## src/rtl/wiscsc15_fetch.sv

```systemverilog
// WISC-SC15 instruction fetch unit: PC, imem req/ack, instruction FIFO, redirect handling.
// Optional fetch statistics counters enabled by defining WISCSC15_FETCH_STATS_EN.
module wiscsc15_fetch #(
  parameter logic [15:0] RESET_PC = 16'h0000,
  parameter int unsigned DEPTH    = 2,
  parameter logic [3:0]  HALT_OP  = 4'hF
) (
  input  logic        clk,
  input  logic        rst_n,
  output logic        imem_req,
  output logic [15:0] imem_addr,
  input  logic        imem_ack,
  input  logic [15:0] imem_rdata,
  output logic        instr_valid,
  input  logic        instr_ready,
  output logic [15:0] instr,
  output logic [3:0]  opcode,
  output logic [15:0] instr_pc,
  input  logic        redirect_valid,
  input  logic [15:0] redirect_target,
  output logic        halted
`ifdef WISCSC15_FETCH_STATS_EN
  ,
  output logic [15:0] stat_fetched,
  output logic [15:0] stat_squashed
`endif
);

  localparam int unsigned PtrW = (DEPTH > 1) ? $clog2(DEPTH) : 1;
  localparam int unsigned CntW = $clog2(DEPTH + 1);
  localparam logic [CntW-1:0] DepthC = CntW'(DEPTH);

  typedef enum logic [1:0] {StRun, StDrain, StHalt} state_e;

  state_e            state_q, state_d;
  logic [15:0]       pc_q, pc_d;
  logic [15:0]       target_q, target_d;
  logic              req_q, req_d;
  logic [PtrW-1:0]   wr_ptr_q, rd_ptr_q;
  logic [CntW-1:0]   count_q;
  logic [15:0]       data_mem [DEPTH];
  logic [15:0]       pc_mem   [DEPTH];

  logic ack_acc;
  logic push;
  logic squash;
  logic pop;

  // An ack only counts while a request is actually outstanding.
  assign ack_acc = imem_ack & req_q;
  assign pop     = instr_valid & instr_ready;

  assign imem_req    = req_q;
  assign imem_addr   = pc_q;
  assign instr_valid = (count_q != '0);
  assign instr       = instr_valid ? data_mem[rd_ptr_q] : 16'h0000;
  assign instr_pc    = instr_valid ? pc_mem[rd_ptr_q] : 16'h0000;
  assign opcode      = instr[15:12];
  assign halted      = (state_q == StHalt);

  // Next-state, PC and request control; redirect has highest priority.
  always_comb begin
    state_d  = state_q;
    pc_d     = pc_q;
    target_d = target_q;
    req_d    = req_q;
    push     = 1'b0;
    squash   = 1'b0;
    if (redirect_valid) begin
      target_d = redirect_target;
      if (ack_acc) begin
        squash  = 1'b1;
        pc_d    = redirect_target;
        req_d   = 1'b0;
        state_d = StRun;
      end else if (req_q) begin
        // Address must stay stable until the ack, so the target waits in target_q.
        state_d = StDrain;
      end else begin
        pc_d    = redirect_target;
        state_d = StRun;
      end
    end else begin
      case (state_q)
        StRun: begin
          if (ack_acc) begin
            push  = 1'b1;
            pc_d  = pc_q + 16'd1;
            req_d = 1'b0;
            if (imem_rdata[15:12] == HALT_OP) state_d = StHalt;
          end else if (!req_q && (count_q < DepthC)) begin
            req_d = 1'b1;
          end
        end
        StDrain: begin
          if (ack_acc) begin
            squash  = 1'b1;
            pc_d    = target_q;
            req_d   = 1'b0;
            state_d = StRun;
          end
        end
        default: ;
      endcase
    end
  end

  // Control state registers.
  always_ff @(posedge clk or negedge rst_n) begin
    if (!rst_n) begin
      state_q  <= StRun;
      pc_q     <= RESET_PC;
      target_q <= RESET_PC;
      req_q    <= 1'b0;
    end else begin
      state_q  <= state_d;
      pc_q     <= pc_d;
      target_q <= target_d;
      req_q    <= req_d;
    end
  end

  // FIFO pointers and occupancy; a redirect flushes everything.
  always_ff @(posedge clk or negedge rst_n) begin
    if (!rst_n) begin
      wr_ptr_q <= '0;
      rd_ptr_q <= '0;
      count_q  <= '0;
    end else if (redirect_valid) begin
      wr_ptr_q <= '0;
      rd_ptr_q <= '0;
      count_q  <= '0;
    end else begin
      if (push) wr_ptr_q <= wr_ptr_q + PtrW'(1);
      if (pop)  rd_ptr_q <= rd_ptr_q + PtrW'(1);
      case ({push, pop})
        2'b10:   count_q <= count_q + CntW'(1);
        2'b01:   count_q <= count_q - CntW'(1);
        default: ;
      endcase
    end
  end

  // FIFO storage; contents are don't-care while the entry is invalid.
  always_ff @(posedge clk) begin
    if (push) begin
      data_mem[wr_ptr_q] <= imem_rdata;
      pc_mem[wr_ptr_q]   <= pc_q;
    end
  end

`ifdef WISCSC15_FETCH_STATS_EN
  // Saturating counts of accepted and discarded acks.
  always_ff @(posedge clk or negedge rst_n) begin
    if (!rst_n) begin
      stat_fetched  <= 16'h0000;
      stat_squashed <= 16'h0000;
    end else begin
      if (push && (stat_fetched != 16'hFFFF))    stat_fetched  <= stat_fetched + 16'd1;
      if (squash && (stat_squashed != 16'hFFFF)) stat_squashed <= stat_squashed + 16'd1;
    end
  end
`endif

endmodule
```

## config.mk

```make
export PLATFORM = sky130hd
export DESIGN_NAME = wiscsc15_fetch
export DESIGN_NICKNAME = d
export VERILOG_FILES = /design/src/rtl/wiscsc15_fetch.sv
export SDC_FILE = /design/constraint.sdc
export NUM_CORES = 1
export LEC_CHECK = 0
export ABC_AREA = 0
export ABC_CLOCK_PERIOD_IN_PS = 4900
export BUFFER_PORTS_ARGS = -buffer_cell sky130_fd_sc_hd__clkbuf_2
export CORE_UTILIZATION = 29
export DETAILED_ROUTE_END_ITERATION = 7
export SYNTH_ARGS = -nofsm -noshare
export SYNTH_HDL_FRONTEND = slang
export SYNTH_SLANG_ARGS = --single-unit
```

## constraint.sdc

```tcl
create_clock -name clk -period 4.9 [get_ports clk]
set_clock_uncertainty 0.2 [all_clocks]
set_input_delay 0.735 -clock clk [delete_from_list [all_inputs] [get_ports clk]]
set_output_delay 0.735 -clock clk [all_outputs]
set_load 0.1 [all_outputs]
```

==> flow_metrics.env <==
export IMPL_rows=45
export IMPL_grt_usage_pct=13.57
export IMPL_ctsRootBufferMaster="clkbuf_16"
export IMPL_grt_pass1_vias=3146
export IMPL_period_needed_ps=3129
export IMPL_final_setup_viol_count=0
export IMPL_cp_start_kind="register"
export IMPL_hold_violations=0
export IMPL_path_delay_family="flip-flops"
export IMPL_drt_iter0_markers=242
export IMPL_wl_um=10310
export IMPL_grt_setup_unrepaired="no"
export IMPL_firstDrtPassIters=4
export IMPL_cts_max_path_buffers=2
export IMPL_ant_nets=0
export IMPL_antenna_cells=0
export IMPL_ys_seq_area_share_pct=62.75
export IMPL_clk_pin_slew_worst_paths_ps=70
export IMPL_slowest_stage="dfrtp_2"
export IMPL_worst_pin_slew_ps=1018
export IMPL_synth_seq_cells=103
export IMPL_overflow=0
export IMPL_routed_via_density=4.758
export IMPL_post_cts_buffers=0
export IMPL_worstPathArrival_ps=2190
export IMPL_relSlewSlack_pct=32.16
export IMPL_synth_nets=409
export IMPL_finalNetCount=491
export IMPL_cts_hold_buf=0
export IMPL_status="complete, no violations"
export IMPL_cts_sinks=103
export IMPL_vdd_drop_max_mv=0.2779
export IMPL_cts_made_buffers=9
export IMPL_antenna_found_initial=0
export IMPL_r2r_start="imem_addr[0]$_DFFE_PN0P_"
export IMPL_fin_crit_sh_pct=63.85
export IMPL_hp_start="target_q[12]$_DFFE_PN0P_"
export IMPL_port_buffers=91
export IMPL_cp_slowest_stage_delay_ps=1000
export IMPL_endpoint_kind="output port"
export IMPL_grt_pass1_wl_um=16520
export IMPL_htreeDepth=3
export IMPL_path_class="reg2out"
export IMPL_synth_edf_count=64
export IMPL_pin_count=92
export IMPL_syn_cell_area_mm2=0.004618
export IMPL_core_mm2=0.01537
export IMPL_crit_start="rd_ptr_q$_DFFE_PN0P_"
export IMPL_drive_gt1_share_pct=29.26
export IMPL_powerDensity_mw_per_mm2=539.3
export IMPL_crit_path_cell_trace="mux2i_1 -> nor2_1 -> clkbuf_2"
export IMPL_die_y_um=128.2
export IMPL_async_reset_ff_share_pct=37.86
export IMPL_route_detailed_drc=0
export IMPL_wire_per_inst_um=15.41
export IMPL_clock_fmax_mhz=319.6
export IMPL_ys_flop_type="edfxtp_1"
export IMPL_critPathBufInv=1
export IMPL_p_leak_uw=0.002138
export IMPL_critical_path_required_ps=3960
export IMPL_maxSlewViolCount=0
export IMPL_cts_tree="yes"
export IMPL_layout_commonest_cell="clkbuf_2"
export IMPL_crit_fanout=33
export IMPL_drv_cap=0
export IMPL_worstHoldPathType="reg2reg"
export IMPL_grt_max_degree=45
export IMPL_synth_cell_types=55
export IMPL_tns_ps=0
export IMPL_initial_core_util_pct=30.04
export IMPL_fin_util_pct=36.00
export IMPL_place_gp_congestion=0.7591
export IMPL_avgSynthCellArea_um2=12.45
export IMPL_cts_resized=0
export IMPL_place_hpwl_um=6999
export IMPL_dieArea_mm2=0.01643
export IMPL_num_vias=3183
export IMPL_ys_warn_count=0
export IMPL_layout_common_cells="clkbuf_2, edfxtp_1, nor2_1"
export IMPL_die_w_um=128.2
export IMPL_syn_inst=371
export IMPL_clock_latency_ps=360
export IMPL_area_delta_synth_final_pct=19.83
-- state kept, by name (all words and copies together) (netlist names) --
name       count
count_q        2
imem_addr     16
wr_ptr_q       1
imem_req       1
target_q      16
state_q        2
pc_mem        32
data_mem      32
rd_ptr_q       1
-- final cells by class --
type | instances | area [um2]
Fill cell | 1535 | 9837
Sequential cell | 103 | 2899
Multi-Input combinational cell | 231 | 1544
Timing Repair Buffer | 96 | 493.0
Tap cell | 211 | 264.0
Clock buffer | 9 | 225.2
Clock inverter | 7 | 63.81
Inverter | 12 | 45.04
-- metrics by stage --
| step | cell area (um2) | cells | total power [uW] | setup WS, ps | hold WS, ps |
|---|---|---|---|---|---|
| finish | 5534 | 669 | 2984 | 1771 | 310.7 |
| global route | 5534 | 669 | 3138 | 1587 | 330.6 |
| CTS | 5534 | 669 | 3022 | 1681 | 312.4 |
| detailed placement | 5245 | 653 | 2324 | 2088 | 296.5 |
| global placement | 5245 | 653 | 2303 | 2096 | 289.9 |
| floorplan | 4618 | 371 | 2085 | 279.7 | 239.4 |
-- cells by family (layout without fill, tap and decap cells) --
kind of cell | after synthesis | after routing | share of synthesized area [%]
buffers and inverters | 37 | 124 | 4.091
AND/OR/NAND/NOR | 119 | 119 | 12.73
adder cells (fa/ha/maj) | 1 | 1 | 0.2709
multiplexers | 44 | 44 | 9.835
XOR/XNOR | 6 | 6 | 1.138
flip-flops | 103 | 103 | 62.75
AO/OA/AOI/OAI | 61 | 61 | 9.185
-- path summary, 6_finish.rpt --
kind	slack [ps]	endpoint	cells past startpoint
min in group asynchronous	340	imem_addr[9]$_DFFE_PN0P_	1
worst max-delay path	1770	instr[12]	3
worst max register to register	2640	imem_addr[14]$_DFFE_PN0P_	5
max in group asynchronous	3470	rd_ptr_q$_DFFE_PN0P_	1
worst min-delay path	310	target_q[12]$_DFFE_PN0P_	1
worst min register to register	310	target_q[12]$_DFFE_PN0P_	1
-- per-layer routing --
metal	routed length, um	share of wire (%)	GRT usage [%]
met1	4687	45	16.79
met5	0	0	0
met3	586	5.7	4.883
met2	4944	48	21.84
met4	88	0.85	4.637
-- synth_stat cells (2+ instances only) --
cell type	instances	area [um2]
a21boi_0	2	15.01
a21oi_1	8	40.04
a22o_1	6	52.55
a31oi_1	4	25.02
a41oi_1	2	17.52
and3_1	2	12.51
and4_4	2	22.52
buf_2	13	65.06
buf_4	5	37.54
buf_6	2	22.52
clkbuf_1	5	18.77
dfrtp_1	39	975.9
edfxtp_1	64	1922
inv_1	12	45.04
mux2_2	11	123.9
mux2i_1	33	330.3
nand2_1	15	56.30
nand2b_1	4	25.02
nand3_1	8	40.04
nand4_1	4	25.02
nor2_1	55	206.5
nor2b_1	5	31.28
nor3_1	7	35.03
nor3b_1	2	15.01
nor4_1	4	25.02
o21ai_0	15	75.07
o2bb2ai_1	6	52.55
o31ai_1	3	22.52
o41ai_1	2	17.52
or3_1	2	12.51
xnor2_1	5	43.79
-- report_power, final --
group / total, uW / internal, uW / switching [uW]
combinational: 1060 / 210 / 848
sequential: 1240 / 1060 / 178
clock: 689 / 355 / 334
-- worst register-to-register path: stages (launching register included) --
cell and delay (ps):
dfrtp_1 550, ha_1 240, nand3_1 270, nor4_1 530, a41oi_1 180, a2bb2oi_1 170
(Power assumes the default switching activity.)
